==> src/rtl/mem_pkg.sv <==
// mem_pkg: definitions shared by the memory controller sources.
//   - ram command encodings driven on ram_rw
//   - controller FSM state type
//   - grant owner type
//   - helper that maps a load/store request onto a ram command
package mem_pkg;

  localparam logic [1:0] RW_FETCH = 2'b00;
  localparam logic [1:0] RW_READ  = 2'b01;
  localparam logic [1:0] RW_WRITE = 2'b10;

  typedef enum logic [1:0] {
    IDLE = 2'b00,
    CMD  = 2'b01,
    RESP = 2'b10
  } state_t;

  typedef enum logic {
    OWN_IF = 1'b0,
    OWN_D  = 1'b1
  } owner_t;

  function automatic logic [1:0] data_rw(input logic we);
    return we ? RW_WRITE : RW_READ;
  endfunction

endpackage

==> src/rtl/mem_ctrl_if.sv <==
// mem_ctrl_if: bundle of the core-side request/response handshakes and the
// ram command/data bus seen by mem_ctrl.
//   core fetch : if_req, if_addr -> if_ready, if_valid, if_data, if_err
//   core data  : d_req, d_we, d_addr, d_wdata -> d_ready, d_valid, d_rdata, d_err
//   ram        : ram_addr, ram_rw, ram_din, ram_en -> ram ; ram_fetch, ram_dout <- ram
// Modports:
//   slave  : the controller's view
//   master : the environment's view (core requesters plus the ram)
interface mem_ctrl_if #(
  parameter int ADDR_W = 32
);
  logic              if_req;
  logic [ADDR_W-1:0] if_addr;
  logic              if_ready;
  logic              if_valid;
  logic [31:0]       if_data;
  logic              if_err;

  logic              d_req;
  logic              d_we;
  logic [ADDR_W-1:0] d_addr;
  logic [31:0]       d_wdata;
  logic              d_ready;
  logic              d_valid;
  logic [31:0]       d_rdata;
  logic              d_err;

  logic [ADDR_W-1:0] ram_addr;
  logic [1:0]        ram_rw;
  logic [31:0]       ram_din;
  logic              ram_en;
  logic [31:0]       ram_fetch;
  logic [31:0]       ram_dout;

  modport slave (
    input  if_req, if_addr, d_req, d_we, d_addr, d_wdata, ram_fetch, ram_dout,
    output if_ready, if_valid, if_data, if_err,
    output d_ready, d_valid, d_rdata, d_err,
    output ram_addr, ram_rw, ram_din, ram_en
  );

  modport master (
    output if_req, if_addr, d_req, d_we, d_addr, d_wdata, ram_fetch, ram_dout,
    input  if_ready, if_valid, if_data, if_err,
    input  d_ready, d_valid, d_rdata, d_err,
    input  ram_addr, ram_rw, ram_din, ram_en
  );

endinterface

==> src/rtl/mem_ctrl_arb.sv <==
// mem_ctrl_arb: combinational fixed-priority grant between the fetch and
// load/store requesters. Grants are only offered while the controller idles.
//   if_req, d_req : requests from the core
//   idle          : controller is in its IDLE state
//   if_ready      : fetch accepted this cycle
//   d_ready       : load/store accepted this cycle
module mem_ctrl_arb (
  input  logic if_req,
  input  logic d_req,
  input  logic idle,
  output logic if_ready,
  output logic d_ready
);

  // Data side always wins; fetch only gets through when data is quiet.
  assign d_ready  = idle & d_req;
  assign if_ready = idle & if_req & ~d_req;

endmodule

==> src/rtl/mem_ctrl.sv <==
// mem_ctrl: sequences instruction-fetch and load/store requests onto a
// single-ported synchronous ram. Each transaction takes IDLE -> CMD -> RESP:
// the command is registered on accept, the ram samples it during CMD, and
// the owner's valid pulses in RESP with data taken straight from the ram's
// output registers.
// Ports:
//   clk   : rising-edge clock
//   rst_n : asynchronous active-low reset
//   bus   : mem_ctrl_if.slave (core handshakes and ram command bus)
// Configuration macro:
//   MEM_CTRL_RANGE_CHECK_EN : when defined, addresses with any bit set at or
//   above RAM_AW are never issued to the ram; the response still arrives with
//   the matching error flag set and zero data. When undefined, addresses pass
//   through unchecked and both error flags are tied low.
module mem_ctrl
  import mem_pkg::*;
#(
  parameter int ADDR_W = 32,
  parameter int RAM_AW = 16
) (
  input  logic         clk,
  input  logic         rst_n,
  mem_ctrl_if.slave    bus
);

  state_t            state;
  owner_t            owner;
  logic [ADDR_W-1:0] ram_addr_q;
  logic [1:0]        ram_rw_q;
  logic [31:0]       ram_din_q;
  logic              ram_en_q;
  logic              if_valid_q;
  logic              d_valid_q;
  logic              if_grant;
  logic              d_grant;
  logic              if_addr_bad;
  logic              d_addr_bad;
  logic              resp_ok;

  mem_ctrl_arb u_arb (
    .if_req   (bus.if_req),
    .d_req    (bus.d_req),
    .idle     (state == IDLE),
    .if_ready (if_grant),
    .d_ready  (d_grant)
  );

`ifdef MEM_CTRL_RANGE_CHECK_EN
  logic err_q;

  assign if_addr_bad = (bus.if_addr >> RAM_AW) != '0;
  assign d_addr_bad  = (bus.d_addr  >> RAM_AW) != '0;
  assign resp_ok     = ~err_q;
  assign bus.if_err  = if_valid_q & err_q;
  assign bus.d_err   = d_valid_q & err_q;

  // Error flag belongs to the accepted command and is held until the next one.
  always_ff @(posedge clk or negedge rst_n) begin
    if (!rst_n) begin
      err_q <= 1'b0;
    end else if (d_grant) begin
      err_q <= d_addr_bad;
    end else if (if_grant) begin
      err_q <= if_addr_bad;
    end
  end
`else
  assign if_addr_bad = 1'b0;
  assign d_addr_bad  = 1'b0;
  assign resp_ok     = 1'b1;
  assign bus.if_err  = 1'b0;
  assign bus.d_err   = 1'b0;
`endif

  // Controller FSM. The ram enable is raised on accept so that it is high
  // for exactly the CMD cycle; an out-of-range command simply never raises
  // it, which also drops stores. Valids are raised leaving CMD so they cover
  // only the RESP cycle, and an asynchronous reset clears them at once.
  always_ff @(posedge clk or negedge rst_n) begin
    if (!rst_n) begin
      state      <= IDLE;
      owner      <= OWN_IF;
      ram_addr_q <= '0;
      ram_rw_q   <= RW_FETCH;
      ram_din_q  <= '0;
      ram_en_q   <= 1'b0;
      if_valid_q <= 1'b0;
      d_valid_q  <= 1'b0;
    end else begin
      case (state)
        IDLE: begin
          if (d_grant) begin
            owner      <= OWN_D;
            ram_addr_q <= bus.d_addr;
            ram_rw_q   <= data_rw(bus.d_we);
            if (bus.d_we) begin
              ram_din_q <= bus.d_wdata;
            end
            ram_en_q   <= ~d_addr_bad;
            state      <= CMD;
          end else if (if_grant) begin
            owner      <= OWN_IF;
            ram_addr_q <= bus.if_addr;
            ram_rw_q   <= RW_FETCH;
            ram_en_q   <= ~if_addr_bad;
            state      <= CMD;
          end
        end
        CMD: begin
          ram_en_q <= 1'b0;
          if (owner == OWN_D) begin
            d_valid_q <= 1'b1;
          end else begin
            if_valid_q <= 1'b1;
          end
          state <= RESP;
        end
        RESP: begin
          if_valid_q <= 1'b0;
          d_valid_q  <= 1'b0;
          state      <= IDLE;
        end
        default: begin
          state <= IDLE;
        end
      endcase
    end
  end

  assign bus.if_ready = if_grant;
  assign bus.d_ready  = d_grant;
  assign bus.if_valid = if_valid_q;
  assign bus.d_valid  = d_valid_q;
  assign bus.ram_addr = ram_addr_q;
  assign bus.ram_rw   = ram_rw_q;
  assign bus.ram_din  = ram_din_q;
  assign bus.ram_en   = ram_en_q;

  // Response data is forwarded from the ram's output registers during RESP
  // and forced to zero otherwise, for stores, and for rejected addresses.
  assign bus.if_data = (if_valid_q && resp_ok) ? bus.ram_fetch : 32'h0;
  assign bus.d_rdata = (d_valid_q && resp_ok && ram_rw_q == RW_READ) ? bus.ram_dout : 32'h0;

endmodule

==> src/flat_wrapper.sv <==
// flat-port wrapper written by rule: the top's interface ports become plain ports
module mem_ctrl_flat import mem_pkg::*;
#(
  parameter int ADDR_W = 32,
  parameter int RAM_AW = 16
)
  (clk, rst_n, bus_if_req, bus_if_addr, bus_d_req, bus_d_we, bus_d_addr, bus_d_wdata, bus_ram_fetch, bus_ram_dout, bus_if_ready, bus_if_valid, bus_if_data, bus_if_err, bus_d_ready, bus_d_valid, bus_d_rdata, bus_d_err, bus_ram_addr, bus_ram_rw, bus_ram_din, bus_ram_en);
  mem_ctrl_if #(.ADDR_W(ADDR_W)) bus_i ();
  input  logic clk;
  input  logic rst_n;
  input wire logic [$bits(bus_i.if_req)-1:0] bus_if_req;
  input wire logic [$bits(bus_i.if_addr)-1:0] bus_if_addr;
  input wire logic [$bits(bus_i.d_req)-1:0] bus_d_req;
  input wire logic [$bits(bus_i.d_we)-1:0] bus_d_we;
  input wire logic [$bits(bus_i.d_addr)-1:0] bus_d_addr;
  input wire logic [$bits(bus_i.d_wdata)-1:0] bus_d_wdata;
  input wire logic [$bits(bus_i.ram_fetch)-1:0] bus_ram_fetch;
  input wire logic [$bits(bus_i.ram_dout)-1:0] bus_ram_dout;
  output wire logic [$bits(bus_i.if_ready)-1:0] bus_if_ready;
  output wire logic [$bits(bus_i.if_valid)-1:0] bus_if_valid;
  output wire logic [$bits(bus_i.if_data)-1:0] bus_if_data;
  output wire logic [$bits(bus_i.if_err)-1:0] bus_if_err;
  output wire logic [$bits(bus_i.d_ready)-1:0] bus_d_ready;
  output wire logic [$bits(bus_i.d_valid)-1:0] bus_d_valid;
  output wire logic [$bits(bus_i.d_rdata)-1:0] bus_d_rdata;
  output wire logic [$bits(bus_i.d_err)-1:0] bus_d_err;
  output wire logic [$bits(bus_i.ram_addr)-1:0] bus_ram_addr;
  output wire logic [$bits(bus_i.ram_rw)-1:0] bus_ram_rw;
  output wire logic [$bits(bus_i.ram_din)-1:0] bus_ram_din;
  output wire logic [$bits(bus_i.ram_en)-1:0] bus_ram_en;
  assign bus_i.if_req = bus_if_req;
  assign bus_i.if_addr = bus_if_addr;
  assign bus_i.d_req = bus_d_req;
  assign bus_i.d_we = bus_d_we;
  assign bus_i.d_addr = bus_d_addr;
  assign bus_i.d_wdata = bus_d_wdata;
  assign bus_i.ram_fetch = bus_ram_fetch;
  assign bus_i.ram_dout = bus_ram_dout;
  assign bus_if_ready = bus_i.if_ready;
  assign bus_if_valid = bus_i.if_valid;
  assign bus_if_data = bus_i.if_data;
  assign bus_if_err = bus_i.if_err;
  assign bus_d_ready = bus_i.d_ready;
  assign bus_d_valid = bus_i.d_valid;
  assign bus_d_rdata = bus_i.d_rdata;
  assign bus_d_err = bus_i.d_err;
  assign bus_ram_addr = bus_i.ram_addr;
  assign bus_ram_rw = bus_i.ram_rw;
  assign bus_ram_din = bus_i.ram_din;
  assign bus_ram_en = bus_i.ram_en;
  mem_ctrl #(.ADDR_W(ADDR_W), .RAM_AW(RAM_AW)) u_core (.clk(clk), .rst_n(rst_n), .bus(bus_i));
endmodule
==> config.mk <==
export PLATFORM = sky130hd
export DESIGN_NAME = mem_ctrl_flat
export DESIGN_NICKNAME = d
export VERILOG_FILES = /design/src/rtl/mem_pkg.sv /design/src/rtl/mem_ctrl_if.sv /design/src/rtl/mem_ctrl_arb.sv /design/src/rtl/mem_ctrl.sv /design/src/flat_wrapper.sv
export SDC_FILE = /design/constraint.sdc
export NUM_CORES = 1
export LEC_CHECK = 0
export ABC_AREA = 1
export CAP_MARGIN = 20
export CORE_AREA = 2 2 116 118
export CTS_BUF_LIST = sky130_fd_sc_hd__clkbuf_2 sky130_fd_sc_hd__clkbuf_4 sky130_fd_sc_hd__clkbuf_8
export DETAILED_ROUTE_END_ITERATION = 10
export DIE_AREA = 0 0 118 120
export GPL_TIMING_DRIVEN = 0
export PLACE_DENSITY = 0.84
export REMOVE_ABC_BUFFERS = 1
export SETUP_SLACK_MARGIN = 0.02
export SLEW_MARGIN = 0
export SYNTH_ARGS = -nofsm -noshare
export SYNTH_HDL_FRONTEND = slang
export SYNTH_SLANG_ARGS = --single-unit
==> constraint.sdc <==
create_clock -name clk -period 1.3 [get_ports clk]
set_input_delay 0.26 -clock clk [delete_from_list [all_inputs] [get_ports clk]]
set_output_delay 0.26 -clock clk [all_outputs]
set_load 0.01 [all_outputs]
==> qor.csv <==
stage,metric,value,unit
outcome,failing checks,negative setup slack,
cells_and_area,final instance area,8200,um2
synthesis,post-synthesis sequential area ratio,49.9,%
synthesis,number of synthesized flops with an enable pin,0,
synthesis,synth cell count leaders,"nand2_1, inv_1, dfrtp_1",
place,Final GP Congestion,0.805,
detailed_routing,DR pass1 iterations,4,
detailed_routing,Vias/cell,4.52,
cts,clock transition at the registers of the reported paths,0.08,ns
synthesis,Post-Synth Simple-Gate Area,36.4,%
global_route,vias in the first global route,4639,
synthesis,Yosys reg bits,72,
sta,fin crit period,1.70,ns
cells_and_area,Area growth syn-to-layout,127,%
detailed_routing,Residual DRC,0,
cells_and_area,area of the multi-input gates,1990,um2
power,Peak VDD IR,1.02,mV
synthesis,post-synth top area cell,dfrtp_1,
synthesis,top post-synthesis cells by area,"dfrtp_1, nand2_1, inv_1, nand3_1, nand4_1",
place,area of placed instances,6730,um2
detailed_routing,routed wire length,17700,um
sta,setup_tns,-28.19,ns
critical_path,RR Startpoint,u_core.state[0],
detailed_routing,Vias,4673,
sta,Worst Skew,0.00740,ns
critical_path,worst path arrival time,1.44,ns
synthesis,Cells after Synth,500,
cells_and_area,FF/Latch Area,1810,um2
place,HPWL Detailed,10400,um
cts,Max Root-Sink Buffers,2,
power,power per cell area,1990,nW/um2
min_path,Hold/Removal Path Class,primary input to asynchronous set/reset pin,
cells_and_area,number of nets in the layout,1016,
critical_path,CP startpoint,u_core.bus.if_valid,
sta,relative slew slack,43.4,%
die,Die W,118,um
detailed_routing,initial drt markers,252,
cells_and_area,Filler Cells Inserted,1116,
synthesis,largest family of logic cells by synthesized area,simple AND/OR/NAND/NOR gates,
critical_path,CP Launch Type,flip-flop,
outcome,run status,"complete, but fails checks",
cts,htree depth,3,
sta,Hold Fails Final Rpt,0,
synthesis,most frequent cell after synthesis,nand2_1,
global_route,GR Util All Layers,21.7,%
global_route,grt met1 use,23.3,%
cts,worst skew pair latency,0.35,ns
global_route,initial antenna violation count,2,
place,IO buf count,299,
critical_path,Setup crit end kind,primary output,
power,Leak,4.24,nW
synthesis,ys flop type,dfrtp_1,
synthesis,Synth Area in Compound Gates,0.937,%
global_route,global route hottest layer,met2,
power,Tot Pwr,16.3,mW
synthesis,Syn Std Cell Area,3610,um2
critical_path,CP required,1.04,ns
cts,CTS tree,done,
die,initial core utilization,27.8,%
place,placed instance count,949,
critical_path,FF-to-FF setup slack,-0.25,ns
sta,fin crit share,130,%
die,num ports,302,
cts,TritonCTS Buffers,9,
die,row count,42,
detailed_routing,WL per Instance,17.1,um
synthesis,Async SR Flop Fraction,100,%
sta,final hold slack,0.408,ns
sta,Slew @ Worst Pin,0.848,ns
cells_and_area,post-route insts no fill,1033,
sta,highest clock rate,590,MHz
cts,CTS Root Buffer Type,clkbuf_8,
die,Die H,120,um
run,Max-Cap Viols,0,
critical_path,Worst R2R Path Depth,8,
cells_and_area,proportion of layout cells with a drive suffix above 1,38.3,%
critical_path,maximum fanout along the worst path,6,
critical_path,reg-to-reg endpoint,u_core.bus.ram_din[10],
critical_path,kind of critical path,flip-flop to primary output,
sta,final worst slack,-0.396,ns
global_route,grt total ovfl,0,
sta,unrepaired setup endpoints after global routing,yes,
cts,CTS Sinks,72,
global_route,grt met2 use,38.9,%
sta,Max Slew Vio Count,0,
die,Die ar.,14200,um2
synthesis,post-synth top area share,49.9,%
global_route,first-pass GRT wire length,24000,um
detailed_routing,post-route ant nets,0,
synthesis,Synth Area in Adders,0,%
global_route,pin count of the biggest net entering global routing,41,
global_route,met3 GRT Util,4.90,%
synthesis,mux contribution to synthesized area,0,%
die,core footprint,13000,um2
sta,endpoints failing setup,133,
synthesis,synth warn,0,
synthesis,Yosys cell types,19,
synthesis,Post-Synth XOR/XNOR Area,0,%
synthesis,syn_area_per_cell,7.21,um2
cell type report:
class | count | share of cell area [%]
Tap cell | 176 | 2.69
Clock inverter | 7 | 1.34
Clock buffer | 9 | 1.51
Sequential cell | 72 | 22.1
Timing Repair Buffer | 357 | 43.9
Multi-Input combinational cell | 330 | 24.3
Inverter | 79 | 3.80
Timing Repair inverter | 2 | 0.397
Antenna cell | 1 | 0.0305
logic make-up (layout without fill, tap and decap cells):
family	count (synthesis)	after routing
buffers and inverters	109	454
AO/OA/AOI/OAI	6	11
AND/OR/NAND/NOR	312	317
flip-flops	72	72
other	1	3
cells in the final DEF (no fill, tap or decap), types with 3 or more instances in the layout:
master             n
nand2_4           28
buf_2             33
buf_16             4
nor2_1            17
nor2_4             8
clkdlybuf4s50_1  160
o21ai_4            6
buf_12            13
buf_4             15
clkdlybuf4s15_1   41
inv_2             30
nand2_8            5
nor2_2            15
clkbuf_2          23
o21ai_2            3
nand3_1           33
nand3_2            3
clkinv_2           4
inv_1             47
nand2_2           52
bufinv_16          3
buf_6             57
nand4_1           28
nand2_1          127
clkdlybuf4s15_2    3
dfrtp_1           69
clkbuf_8           9
metal layers:
metal	vias up	routed length (um)	part of all wire, %
met5	-	16	0.091
met4	2	752	4.3
met3	48	1070	6.0
met2	211	9400	53
met1	2181	6430	36
li1	2231	-	-
worst max path at each step:
| stage | end | slack (ns) | cells past startpoint |
|---|---|---|---|
| 3_5_place_dp | u_core.bus.ram_din[10] | -1.54 | 6 |
| 6_report | bus_if_data[13] | -0.40 | 5 |
| 3_3_place_gp | u_core.bus.ram_addr[27] | -2.73 | 1 |
| 4_1_cts | bus_if_data[23] | -0.42 | 4 |
| 5_1_grt | bus_if_data[13] | -0.45 | 5 |
| 2_1_floorplan | u_core.bus.ram_din[0] | -0.70 | 6 |
registers in the layout (all words and copies together), names as in the netlist:
signal / cells
u_core.bus.d_valid: 1
u_core.bus.if_valid: 1
u_core.bus.ram_addr: 32
u_core.bus.ram_din: 32
u_core.bus.ram_en: 1
u_core.bus.ram_rw: 2
u_core.owner: 1
u_core.state: 2
power breakdown:
group	internal [mW]	switching (mW)	leakage (nW)
Combinational	5.21	4.93	3.23
Clock	1.26	0.882	0.123
Sequential	3.33	0.725	0.886
Total	9.80	6.54	4.24
worst max-delay path, stage by stage, from the launching register on:
cell     delay, ns
dfrtp_4       0.57
buf_12        0.17
buf_6         0.12
nand2_1       0.06
inv_1         0.05
buf_6         0.11
timing repair:
action	4_1_cts	5_1_grt
resized for setup	499	227
gates cloned	10	7
endpoints found under the setup margin	205	155
setup buffers	27	23
hold buffers	1	0
pin swaps	5	39
endpoints found under the hold margin	32	0
stage by stage:
step / worst slack (ns) / utilization, %
2_1_floorplan: -0.696 / -
3_3_place_gp: -2.73 / 51.3
3_5_place_dp: -1.54 / 51.9
4_1_cts: -0.421 / 56.8
5_1_grt: -0.447 / 63.2
6_report: -0.396 / 63.2
Note: power is estimated with default switching activity, not from simulation.
